<file path="src/rtl/alu_station_pkg.sv">
// Shared types and constants for the ALU reservation station.
// Holds word/address/tag/register/op types, the tag constants, the ALU op
// codes, the station state encoding, and the operand wakeup helper.
package alu_station_pkg;

  localparam int unsigned WORD_W    = 32;
  localparam int unsigned REGTAG_W  = 2;
  localparam int unsigned REGADDR_W = 5;
  localparam int unsigned SINST_W   = 4;
  localparam int unsigned SHAMT_W   = 5;
  localparam int unsigned NBUS      = 3;

  typedef logic [WORD_W-1:0]    word_t;
  typedef logic [WORD_W-1:0]    addr_t;
  typedef logic [REGTAG_W-1:0]  regtag_t;
  typedef logic [REGADDR_W-1:0] regaddr_t;
  typedef logic [SINST_W-1:0]   sinst_t;

  localparam regtag_t UNLOCKED   = 2'b00;
  localparam regtag_t ALU_MASTER = 2'b01;
  localparam regtag_t ALU_SALVER = 2'b10;
  localparam regtag_t LOAD_STORE = 2'b11;

  localparam sinst_t OP_ADD   = 4'h0;
  localparam sinst_t OP_SUB   = 4'h1;
  localparam sinst_t OP_SLL   = 4'h2;
  localparam sinst_t OP_SLT   = 4'h3;
  localparam sinst_t OP_SLTU  = 4'h4;
  localparam sinst_t OP_XOR   = 4'h5;
  localparam sinst_t OP_SRL   = 4'h6;
  localparam sinst_t OP_SRA   = 4'h7;
  localparam sinst_t OP_OR    = 4'h8;
  localparam sinst_t OP_AND   = 4'h9;
  localparam sinst_t OP_LUI   = 4'hA;
  localparam sinst_t OP_AUIPC = 4'hB;
  localparam sinst_t OP_LINK  = 4'hC;

  typedef enum logic [1:0] {
    ST_IDLE  = 2'd0,
    ST_WAIT  = 2'd1,
    ST_BCAST = 2'd2
  } state_t;

  typedef struct packed {
    regtag_t tag;
    word_t   data;
  } operand_t;

  // Resolve a locked operand from whichever snooped write-back bus carries its tag.
  function automatic operand_t wake(input operand_t opnd, input logic [NBUS-1:0] en_mw,
                                    input word_t d0, input word_t d1, input word_t d2);
    operand_t res;
    res = opnd;
    case (opnd.tag)
      ALU_MASTER: if (en_mw[0]) res = '{tag: UNLOCKED, data: d0};
      ALU_SALVER: if (en_mw[1]) res = '{tag: UNLOCKED, data: d1};
      LOAD_STORE: if (en_mw[2]) res = '{tag: UNLOCKED, data: d2};
      default:    res = opnd;
    endcase
    return res;
  endfunction

endpackage

</file>
<file path="src/rtl/alu_station_alu_core.sv">
// alu_core: purely combinational integer ALU for the reservation station.
// Ports: op (sub-op), pc (instruction PC), x/y (operands) -> result_c.
// Ops 0xD-0xF produce zero; all arithmetic wraps modulo 2^32.
module alu_core
  import alu_station_pkg::*;
(
  input  logic [SINST_W-1:0] op,
  input  logic [WORD_W-1:0]  pc,
  input  logic [WORD_W-1:0]  x,
  input  logic [WORD_W-1:0]  y,
  output logic [WORD_W-1:0]  result_c
);

  logic [SHAMT_W-1:0] shamt;
  assign shamt = y[SHAMT_W-1:0];

  always_comb begin
    result_c = '0;
    case (op)
      OP_ADD:   result_c = x + y;
      OP_SUB:   result_c = x - y;
      OP_SLL:   result_c = x << shamt;
      OP_SLT:   result_c = WORD_W'($signed(x) < $signed(y));
      OP_SLTU:  result_c = WORD_W'(x < y);
      OP_XOR:   result_c = x ^ y;
      OP_SRL:   result_c = x >> shamt;
      OP_SRA:   result_c = WORD_W'($signed(x) >>> shamt);
      OP_OR:    result_c = x | y;
      OP_AND:   result_c = x & y;
      OP_LUI:   result_c = y;
      OP_AUIPC: result_c = pc + y;
      OP_LINK:  result_c = pc + WORD_W'(4);
      default:  result_c = '0;
    endcase
  end

endmodule

</file>
<file path="src/rtl/alu_station.sv">
// alu_station: single-entry ALU reservation station.
// Captures an issued instruction, snoops three write-back buses to wake
// locked operands, computes the result via alu_core and broadcasts it on its
// own write-back bus for exactly one cycle.
// Ports: clk, rst (async active-low), rdy (global enable), issue inputs
// (en_in, pc_in, op_in, tagx/y_in, datax/y_in, tagw_in, addrw_in), snooped
// buses (en_mw0..2, write_data0..2), flush_in; outputs busy_out, en_mw_out,
// reg_write_addr_out, write_data_out.
// Build option: define ALU_STATION_FORWARD_EN to let operands that are ready
// at capture (or woken on the deciding edge) go straight to broadcast.
module alu_station
  import alu_station_pkg::*;
#(
  parameter regtag_t MY_TAG = ALU_MASTER
) (
  input  logic                 clk,
  input  logic                 rst,
  input  logic                 rdy,
  input  logic                 en_in,
  input  logic [WORD_W-1:0]    pc_in,
  input  logic [SINST_W-1:0]   op_in,
  input  logic [REGTAG_W-1:0]  tagx_in,
  input  logic [REGTAG_W-1:0]  tagy_in,
  input  logic [WORD_W-1:0]    datax_in,
  input  logic [WORD_W-1:0]    datay_in,
  input  logic [REGTAG_W-1:0]  tagw_in,
  input  logic [REGADDR_W-1:0] addrw_in,
  input  logic                 en_mw0,
  input  logic                 en_mw1,
  input  logic                 en_mw2,
  input  logic [WORD_W-1:0]    write_data0,
  input  logic [WORD_W-1:0]    write_data1,
  input  logic [WORD_W-1:0]    write_data2,
  input  logic                 flush_in,
  output logic                 busy_out,
  output logic                 en_mw_out,
  output logic [REGADDR_W-1:0] reg_write_addr_out,
  output logic [WORD_W-1:0]    write_data_out
);

  state_t   state, state_nx;
  addr_t    pc_q, pc_nx;
  sinst_t   op_q, op_nx;
  regaddr_t addr_q, addr_nx;
  operand_t opx_q, opx_nx, opy_q, opy_nx;
  logic     en_nx;
  regaddr_t waddr_nx;
  word_t    wdata_nx;

  addr_t    src_pc;
  sinst_t   src_op;
  regaddr_t src_addr;
  operand_t src_x, src_y, wx, wy;
  word_t    alu_res_c;
  logic     go_c;
  logic     load_out;

  // Tag of the broadcast bus and the destination tag are informational only.
  logic unused_dbg;
  assign unused_dbg = ^{tagw_in, MY_TAG};

  // In IDLE the candidate instruction comes from the issue port, otherwise from the latch.
  always_comb begin
    src_pc   = pc_q;
    src_op   = op_q;
    src_addr = addr_q;
    src_x    = opx_q;
    src_y    = opy_q;
    if (state == ST_IDLE) begin
      src_pc   = pc_in;
      src_op   = op_in;
      src_addr = addrw_in;
      src_x    = '{tag: tagx_in, data: datax_in};
      src_y    = '{tag: tagy_in, data: datay_in};
    end
  end

  assign wx = wake(src_x, {en_mw2, en_mw1, en_mw0}, write_data0, write_data1, write_data2);
  assign wy = wake(src_y, {en_mw2, en_mw1, en_mw0}, write_data0, write_data1, write_data2);

  alu_core u_alu_core (
    .op       (src_op),
    .pc       (src_pc),
    .x        (wx.data),
    .y        (wy.data),
    .result_c (alu_res_c)
  );

  // Readiness test: forwarding looks at this edge's wakeups, otherwise only latched tags.
`ifdef ALU_STATION_FORWARD_EN
  assign go_c = (wx.tag == UNLOCKED) && (wy.tag == UNLOCKED);
`else
  assign go_c = (opx_q.tag == UNLOCKED) && (opy_q.tag == UNLOCKED);
`endif

  // Next-state and next-output logic.
  always_comb begin
    state_nx = state;
    pc_nx    = pc_q;
    op_nx    = op_q;
    addr_nx  = addr_q;
    opx_nx   = opx_q;
    opy_nx   = opy_q;
    load_out = 1'b0;
    en_nx    = 1'b0;
    waddr_nx = reg_write_addr_out;
    wdata_nx = write_data_out;

    if (flush_in) begin
      state_nx = ST_IDLE;
    end else begin
      case (state)
        ST_IDLE: begin
          if (en_in) begin
            pc_nx   = pc_in;
            op_nx   = op_in;
            addr_nx = addrw_in;
            opx_nx  = wx;
            opy_nx  = wy;
`ifdef ALU_STATION_FORWARD_EN
            if (go_c) begin
              state_nx = ST_BCAST;
              load_out = 1'b1;
            end else begin
              state_nx = ST_WAIT;
            end
`else
            state_nx = ST_WAIT;
`endif
          end
        end
        ST_WAIT: begin
          opx_nx = wx;
          opy_nx = wy;
          if (go_c) begin
            state_nx = ST_BCAST;
            load_out = 1'b1;
          end
        end
        ST_BCAST: state_nx = ST_IDLE;
        default:  state_nx = ST_IDLE;
      endcase
    end

    // Register zero is never written, but the broadcast still happens.
    if (load_out) begin
      en_nx    = 1'b1;
      waddr_nx = src_addr;
      wdata_nx = (src_addr == '0) ? '0 : alu_res_c;
    end
  end

  // State and output registers; rdy low freezes everything.
  always_ff @(posedge clk or negedge rst) begin
    if (!rst) begin
      state              <= ST_IDLE;
      pc_q               <= '0;
      op_q               <= '0;
      addr_q             <= '0;
      opx_q              <= '0;
      opy_q              <= '0;
      busy_out           <= 1'b0;
      en_mw_out          <= 1'b0;
      reg_write_addr_out <= '0;
      write_data_out     <= '0;
    end else if (rdy) begin
      state              <= state_nx;
      pc_q               <= pc_nx;
      op_q               <= op_nx;
      addr_q             <= addr_nx;
      opx_q              <= opx_nx;
      opy_q              <= opy_nx;
      busy_out           <= (state_nx != ST_IDLE);
      en_mw_out          <= en_nx;
      reg_write_addr_out <= waddr_nx;
      write_data_out     <= wdata_nx;
    end
  end

endmodule

</file>
<file path="config.mk">
export PLATFORM = sky130hd
export DESIGN_NAME = alu_station
export DESIGN_NICKNAME = d
export VERILOG_FILES = /design/src/rtl/alu_station_pkg.sv /design/src/rtl/alu_station_alu_core.sv /design/src/rtl/alu_station.sv
export SDC_FILE = /design/constraint.sdc
export NUM_CORES = 1
export LEC_CHECK = 0
export CORE_UTILIZATION = 30
export DETAILED_ROUTE_END_ITERATION = 6
export MAX_ROUTING_LAYER = met4
export PLACE_DENSITY = 0.47
export SLEW_MARGIN = 20
export SYNTH_ARGS = -nofsm -noshare
export SYNTH_HDL_FRONTEND = slang
export SYNTH_SLANG_ARGS = --single-unit
</file>
<file path="constraint.sdc">
create_clock -name clk -period 6.8 [get_ports clk]
set_clock_uncertainty 0.2 [all_clocks]
set_input_delay 1.02 -clock clk [delete_from_list [all_inputs] [get_ports clk]]
set_output_delay 1.02 -clock clk [all_outputs]
set_load 0.02 [all_outputs]
</file>
# == Yosys cells after proc, flatten, opt, wreduce, memory -nomap -nowiden ==
# Cells that the tools add are included.
# totals
word_cells,83
register_bits,150
# classes
bitwise_logic,4
reduce_logical,11
n_lt_le_gt_ge,2
addsub,4
mux,27
shifts,3
eq_ne,20
# op_table
op,count
$pmux W32 S13,1
$mux W34,10
$pmux W34 S3,2
$pmux W34 S2,2
$add A32 B32 Y32,2
$lt A32 B32 Y1,2
$mux W32,2
$add A32 B3 Y32 const B,1
$and A32 B32 Y32,1
$or A32 B32 Y32,1
$shl A32 B5 Y32,1
$shr A32 B5 Y32,1
$sshr A32 B5 Y32,1
$sub A32 B32 Y32,1
$xor A32 B32 Y32,1
$eq A4 B4 Y1 const B,5
$eq A4 B3 Y1 const B,4
$eq A2 B2 Y1 const B,4
$eq A4 B2 Y1 const B,2
$reduce_and A4 Y1,2
$eq A2 B1 Y1 const B,3
$logic_not A2 Y1,3
$mux W2,3
$logic_not A5 Y1,1
other kinds (11),15

# == Longest topological paths before layout ==
# Gate-level depths: netlist (run 1).
# logic_depth
depth_word,7
depth_mapped,25

# == Modules after synthesis ==
# Synthesis (run 1) repeated with hierarchy kept, for this count alone.
# unflattened
cells_unflattened,2829
hier_area_um2,21441.8
# modules_own_cells
mod,instances,area_each_um2,cells_per_inst,seq_area_each_um2
alu_station,1,10908.0,1283,3753.6
alu_core,1,10533.9,1546,0.0

# == Worst setup path before layout (run 1) ==
# Ideal clock, no wire load.
# synth_timing
kind,input to register
startpoint,input en_mw0
endpoint,register write_data_out[28]
path_slack_ns,0.738
setup_time_ns,0.132
path_buffers,6
arrival_time_ns,5.730
stages,20
t_required_ns,6.468
path_cell_list,clkbuf_1 -> clkbuf_1 -> clkbuf_1 -> clkbuf_1 -> buf_1 -> clkbuf_1 -> a21oi_1 -> o221ai_1 -> inv_1 -> ha_1 -> and4_1 -> or4_1 -> o32ai_1 -> a311oi_1 -> a2111oi_0 -> o21ai_1 -> nand2_1 -> xnor2_1 -> a2111oi_2 -> o21ai_1
# synth_via
elab_chain_len,5
elab_cells_between_ends,15
# synth_rtl
element,line_no,text
start: declaration,alu_station.sv:28,"input logic en_mw0,"
$mux W34 *,alu_station_pkg.sv:55,"ALU_MASTER: if (en_mw[0]) res = '{tag: UNLOCKED, data: d0};"
$pmux W34 S3 *,alu_station_pkg.sv:54,case (opnd.tag)
named net u_alu_core.y[12],alu_station_alu_core.sv:10,"input logic [WORD_W-1:0] y,"
"$add A32 B32 Y32, or another cell as far along",alu_station_alu_core.sv:31,OP_AUIPC: result_c = pc + y;
$pmux W32 S13 *,alu_station_alu_core.sv:19,case (op)
$mux W32 *,alu_station.sv:149,wdata_nx = (src_addr == '0) ? '0 : alu_res_c;
end signal: assignment,alu_station.sv:176,write_data_out <= wdata_nx;
end: declaration,alu_station.sv:38,output logic [WORD_W-1:0] write_data_out
# Mark *: on every way through the listed nets, which the timed path passes. The rest lies on a longest branch.
# A chain may end at the register's enable or synchronous reset.

# == Worst setup path in the final report (run 1) ==
# layout_timing
startpoint,input tagy_in[1]
endpoint,register write_data_out[21]
# layout_via
elab_chain_len,6
elab_cells_between_ends,16
# layout_rtl
element,line_no,text
start: declaration,alu_station.sv:23,"input logic [REGTAG_W-1:0] tagy_in,"
$mux W34 *,alu_station.sv:69,if (state == ST_IDLE) begin
$eq A2 B2 Y1 / $eq A2 B1 Y1 (equally long branches),alu_station_pkg.sv:54,
$pmux W34 S3 *,alu_station_pkg.sv:54,
"$add A32 B32 Y32, or another cell as far along",alu_station_alu_core.sv:31,
$pmux W32 S13 *,alu_station_alu_core.sv:19,
$mux W32 *,alu_station.sv:149,
# Every way passes the cells marked *; elsewhere a longest branch is shown, timed or not.

==> results_dict.tcl, run 1 <==
set metrics [dict create \
    grt_max_degree 89 \
    path_buf_inv 8 \
    cp_cell_sequence "clkdlybuf4s50_1, or4b_1, o21ai_1, buf_4, buf_4, o21ai_0, nor3b_2, buf_4, buf_4, ha_1, nand2_1, a21boi_0, a41oi_1, a311oi_1, buf_4, o31ai_1, buf_4, o21ai_0, xnor2_1, o22ai_1, a2111oi_0, buf_4, a22oi_1" \
    hp-class "primary input to asynchronous set/reset pin" \
    place_hpwl_microns 116200 \
    crit_arrival_ps 6640 \
    hold_buffers 0 \
    numCtsBuffers 17 \
    ir_drop_uv 189.2 \
    relSlewSlack_pct 24.47 \
    synth_cell_types 89 \
    grt_pass1_vias 24870 \
    grt_usage_pct 41.54 \
    yosys.area.top_type "dfrtp_1" \
    antenna_left 0 \
    end_kind "register" \
    crit_family "compound AO/OA/AOI/OAI gates" \
    min_period_ps 6461 \
    drcViolationCount 7 \
    grt_overflow_total 0 \
    fin_tns_setup_ps 0 \
    initial_utilization_pct 30.33 \
    io_pins 254 \
    gp_congestion 1.142 \
    synth.area.top_cells "dfrtp_1 18%, mux2i_1 8.0%, ha_1 7.7%" \
    cts-root-buf "clkbuf_16" \
    syn_inst 2747 \
    powerDensity_nw_per_um2 443.1 \
    synth_edf_count 0 \
    synth_area_per_cell_sq_um 7.586 \
    yosysWarnings 0 \
    fp.dieH_microns 265.6 \
    cts_sinks 150 \
    via_per_inst 6.394 \
    fp.dieW_microns 265.6 \
    ys_seq_area_share_pct 18.01 \
    setup_viol 0 \
    cp.required_ps 6980 \
    p_leak_nw 11.58 \
    tightestPinTransition_ps 1129 \
    critPathKind "primary input to register" \
    synth-main-ff-cell "dfrtp_1" \
    cts_tree "yes" \
    vias 26520 \
    path_clk_slew_ps 90 \
    grt_pass1_wl_microns 200200 \
    clockBufferDepth 2 \
    drive_gt1_share_pct 17.34 \
    final_cell_mix "372 x buf_4, 285 x nand2_1, 247 x clkdlybuf4s50_1" \
    synth_top_area_share_pct 18.01 \
    crit_path_max_incr_delay_ps 530 \
    post_cts_resize_count 0 \
    drtIter0Drc 3969 \
    clock_latency_ps 520 \
    critPathSlowestCell "or4b_1" \
    area_growth_pct 30.96 \
    async_flop_share_pct 100.0 \
    crit_path_frequent_cell "buf_4" \
    port_buffers 251 \
    violations "DRC" \
    ys_seq_elements 150 \
    worst-path-max-fanout 6 \
    status "complete, but fails checks" \
    antenna_found_initial 9 \
    fin_nets 3540 \
    hold_viol 0 \
    syn_nets 3093 \
    maxSlewViolCount 0 \
    core_sq_um 68710 \
    fin_crit_sh_pct 95.02 \
    final_common_cell "buf_4" \
    synth_area_sq_um 20840 \
    firstDrtPassIters 7 \
    max_freq_mhz 154.8 \
    cp-start-kind "primary input" \
    cts.htree.levels 4 \
    post_drt_wl_per_cell_microns 35.12 \
    rsz0062_at_grt "false" \
    post-cts-setup-buffers 0 \
    routed_wl_microns 145700 \
    drv_cap 0 \
    dieArea_sq_um 70520 \
    num_rows 96 \
    total_power_w 0.01209 \
]
[worst reg2reg max path, cell delays in order, from the launching register on]
cell,delay [ps]
dfrtp_2,570
buf_4,300
or4b_2,700
o21ai_1,210
buf_12,210
a32oi_1,120
o22ai_1,510
buf_4,250
ha_1,280
nand2_1,130
a21boi_0,100
a41oi_1,270
a311oi_1,150
buf_4,180
o31ai_1,420
buf_4,220
o21ai_0,130
xnor2_1,420
o22ai_1,150
a2111oi_0,400
buf_4,220
a22oi_1,70
[final cells by class]
type                    count  area, sq um
clock buffers              17        425.4
multi-input cells        2297        15920
repair buffers            630         5431
clock inverters            15        196.4
fillers                  7254        41420
well taps                 931         1165
diodes                     10        25.02
flip-flops and latches    150         3756
inverters                  98        367.9
[power by group]
part	total, W	switching [W]	internal [W]
combinational	0.00957	0.00610	0.00348
clock	0.00109	0.000579	0.000506
sequential	0.00143	0.000260	0.00117
total	0.0121	0.00694	0.00515
[cells in the mapped netlist, drive strengths merged (13+ instances only)]
master and instances:
ha 129, buf 75, o32ai 18, nand3 73, nand2 285, and2 15
nor3 50, nor2b 18, a211oi 58, mux2i 167, o21ai 211, mux2 83
a22oi 39, or2 13, a21oi 176, dfrtp 150, a221oi 32, xnor2 43
o221ai 29, clkbuf 127, o211ai 83, a221o 16, xor2 29, o21a 38
a21o 41, a32oi 15, a211o 15, o22ai 46, and3 20, nor2 193
inv 96, nor4 19, nand4 31, o2111ai 14, nand2b 56, o21bai 15
o31ai 20, a31oi 39
[sequential cells by signal, indices dropped and copies added, names as in the netlist]
register            flops
busy_out                1
addr_q                  5
opx_q                  34
opy_q                  34
op_q                    4
pc_q                   32
reg_write_addr_out      5
state                   2
write_data_out         32
en_mw_out               1
[path summary, 6_finish.rpt]
kind / from / to / slack, ps / depth (start not counted)
setup / recovery: tagy_in[1] / write_data_out[21] / 340 / 23
hold / removal: rst / busy_out / 280 / 1
setup reg to reg: state[1] / write_data_out[21] / 460 / 21
hold reg to reg: opy_q[2] / opy_q[2] / 280 / 2
max in group asynchronous: rst / pc_q[14] / 4860 / 2
min in group clk: opy_q[2] / opy_q[2] / 280 / 2
[logic make-up after synthesis]
group | after synthesis | synth area share (%)
and+or+nand+nor | 844 | 19.86
muxes | 252 | 12.72
AOI/OAI and AO/OA | 998 | 32.57
xor gates and xnor gates | 72 | 3.026
buffers and inverters | 300 | 5.872
DFF | 150 | 18.01
adders and majority gates | 131 | 7.938
[layer usage]
metal | GRT usage, % | share of wire, % | vias to the layer above
li1 | - | - | 11330
met1 | 55.44 | 43 | 13040
met2 | 57.48 | 40 | 1831
met3 | 10.58 | 11 | 317
met4 | 20.53 | 5.9 | 0
met5 | - | 0 | -
[metrics by stage]
stage	instances	setup WS [ps]	util [%]	hold WS [ps]	area, sq um
after floorplan	2747	738.3	-	243.6	20840
after global placement	4106	82.21	38.78	261.6	26640
after detailed placement	4106	50.16	38.78	270.9	26640
after CTS	4138	583.7	39.68	288.3	27260
after global routing	4147	252.7	39.71	306.0	27290
final	4148	339.0	39.72	279.1	27290
Power figures use the tool's default switching activity.
==> run 2: changes to the inputs <==
--- a/config.mk
+++ b/config.mk
@@ -8,7 +8,7 @@
 export CORE_UTILIZATION = 30
 export DETAILED_ROUTE_END_ITERATION = 6
 export MAX_ROUTING_LAYER = met4
-export PLACE_DENSITY = 0.47
+export PLACE_DENSITY = 0.49
 export SLEW_MARGIN = 20
 export SYNTH_ARGS = -nofsm -noshare
 export SYNTH_HDL_FRONTEND = slang
==> constraint.sdc (replaced) <==
create_clock -name clk -period 5.55 [get_ports clk]
set_clock_uncertainty 0.2 [all_clocks]
set_input_delay 0.8325 -clock clk [delete_from_list [all_inputs] [get_ports clk]]
set_output_delay 0.8325 -clock clk [all_outputs]
set_load 0.02 [all_outputs]
==> results_dict.tcl, run 2 (synthesis results as in run 1) <==
set metrics [dict create \
    min_period_ps 5544 \
    setup_viol 0 \
    critPathKind "primary input to register" \
    grt_pass1_vias 26310 \
    place_hpwl_microns 123700 \
    vias 28040 \
    clockBufferDepth 2 \
    grt_overflow_total 0 \
    cts_tree "yes" \
    reg2reg_slack_ps 130 \
    reg_top3 "opx_q x34, opy_q x34" \
    hp-class "primary input to asynchronous set/reset pin" \
    post-place-cells 4459 \
    max_freq_mhz 180.4 \
    routed_wl_microns 151100 \
    gp_congestion 1.129 \
    antenna_left 0 \
    status "completed" \
    dieArea_sq_um 70520 \
    worst-path-max-fanout 13 \
    final_common_cell "buf_4" \
    fillers 7019 \
    grt_max_degree 127 \
    end_kind "register" \
    area_growth_pct 45.58 \
    crit_path_max_incr_delay_ps 540 \
    grt_usage_pct 43.11 \
    fp.dieW_microns 265.6 \
    initial_utilization_pct 30.33 \
    cts_sinks 150 \
    io_pins 254 \
    tightestPinTransition_ps 913.2 \
    post_drt_wl_per_cell_microns 33.57 \
    ff_latch_area_sq_um 3756 \
    fin_util_pct 44.15 \
    cp-start-kind "primary input" \
    core_sq_um 68710 \
    cts-root-buf "clkbuf_16" \
    grt_pass1_wl_microns 207500 \
    hold_viol 0 \
    cp_cell_sequence "clkdlybuf4s50_1, or4b_4, o21a_1, buf_4, o22ai_1, a31oi_1, o22ai_1, buf_12, buf_4, inv_1, ha_1, nor3_1, a21oi_1, o21ai_0, a211oi_1, o211ai_1, nor2_1, o2111ai_1, o32a_1" \
    fin_crit_sh_pct 99.89 \
    clock_latency_ps 510 \
    post_dp_cell_area_sq_um 29460 \
    final_cell_count_no_fill 4500 \
    multi_input_area_sq_um 16170 \
    p_leak_nw 13.39 \
    powerDensity_nw_per_um2 551.2 \
    critPathSlowestCell "clkdlybuf4s50_1" \
    r2r_cells 23 \
    path_clk_slew_ps 90 \
    via_per_inst 6.232 \
    cp.required_ps 5750 \
    numCtsBuffers 17 \
    rsz0062_at_grt "true" \
    drive_gt1_share_pct 26.73 \
    ir_drop_uv 243.8 \
    drtIter0Drc 3924 \
    drv_cap 0 \
    fin_nets 3894 \
    drcViolationCount 0 \
    maxSlewViolCount 0 \
    firstDrtPassIters 6 \
    port_buffers 251 \
    fin_area_sq_um 30340 \
    antenna_found_initial 8 \
    num_rows 96 \
    relSlewSlack_pct 39.12 \
    final_cell_mix "712 x buf_4, 285 x nand2_1, 247 x clkdlybuf4s50_1" \
    cts.htree.levels 4 \
    crit_arrival_ps 5750 \
    fp.dieH_microns 265.6 \
]
==> run 2: cell count changes in the layout (fill, tap and decap cells not counted), sizes merged <==
cell,delta
clkinvlp,+2
clkinv,-4
buf,+354
diode,-2
inv,+2
==> run 2: final timing paths <==
kind	start	end
setup / recovery	tagy_in[1]	write_data_out[26]
hold / removal	rst	opx_q[18]
setup reg to reg	state[1]	write_data_out[31]
hold reg to reg	opy_q[23]	opy_q[23]
max in group asynchronous	rst	state[1]
min in group clk	opy_q[23]	opy_q[23]
==> run 2: through the flow <==
step                      setup slack (ps)  hold slack (ps)  setup TNS, ps  power, W
final                                6.123            124.2              0   0.01672
after global routing                -18.52            189.7         -37.02   0.01720
after CTS                           -72.40            161.6         -130.6   0.01599
after detailed placement            -774.2            265.9          -9177   0.01456
after global placement              -737.0            262.2          -8728   0.01455
after floorplan                      48.85            243.6              0  0.007391
==> run 2: final cells by class <==
type	count	area share, %
well taps	931	3.840
repair buffers	984	27.24
multi-input cells	2297	53.30
inverters	98	1.213
clock inverters	15	0.5568
clock buffers	17	1.402
flip-flops and latches	150	12.38
diodes	8	0.06599
==> run 2: metal layers <==
| layer | routed length [microns] | track usage (%) | part of all wire, % |
|---|---|---|---|
| met1 | 65810 | 58.31 | 44 |
| met2 | 60010 | 58.48 | 40 |
| met3 | 16570 | 10.96 | 11 |
| met4 | 8685 | 21.79 | 5.7 |
| met5 | 0 | - | 0 |
==> run 2: critical path: cells and delay by family <==
| kind | cells | cell delay [ps] |
|---|---|---|
| simple gates | 3 | 1000 |
| compound gates | 10 | 2370 |
| buf+inv | 5 | 1140 |
| fa+ha+maj | 1 | 380 |
==> run 2: where the power goes <==
group          internal [W]  total [W]  leakage, nW  switching (W)
Combinational       0.00558     0.0137         11.2        0.00808
Sequential          0.00144    0.00176         1.91       0.000320
Clock              0.000608    0.00130        0.285       0.000692
Total               0.00763     0.0167         13.4        0.00909
==> run 2: repair_timing <==
item | 4_1_cts | 5_1_grt
resized for setup | 10 | 50
buffers inserted | 0 | 1
hold buffers | 0 | 0
pin swaps | 0 | 11
endpoints found under the setup margin | 8 | 17
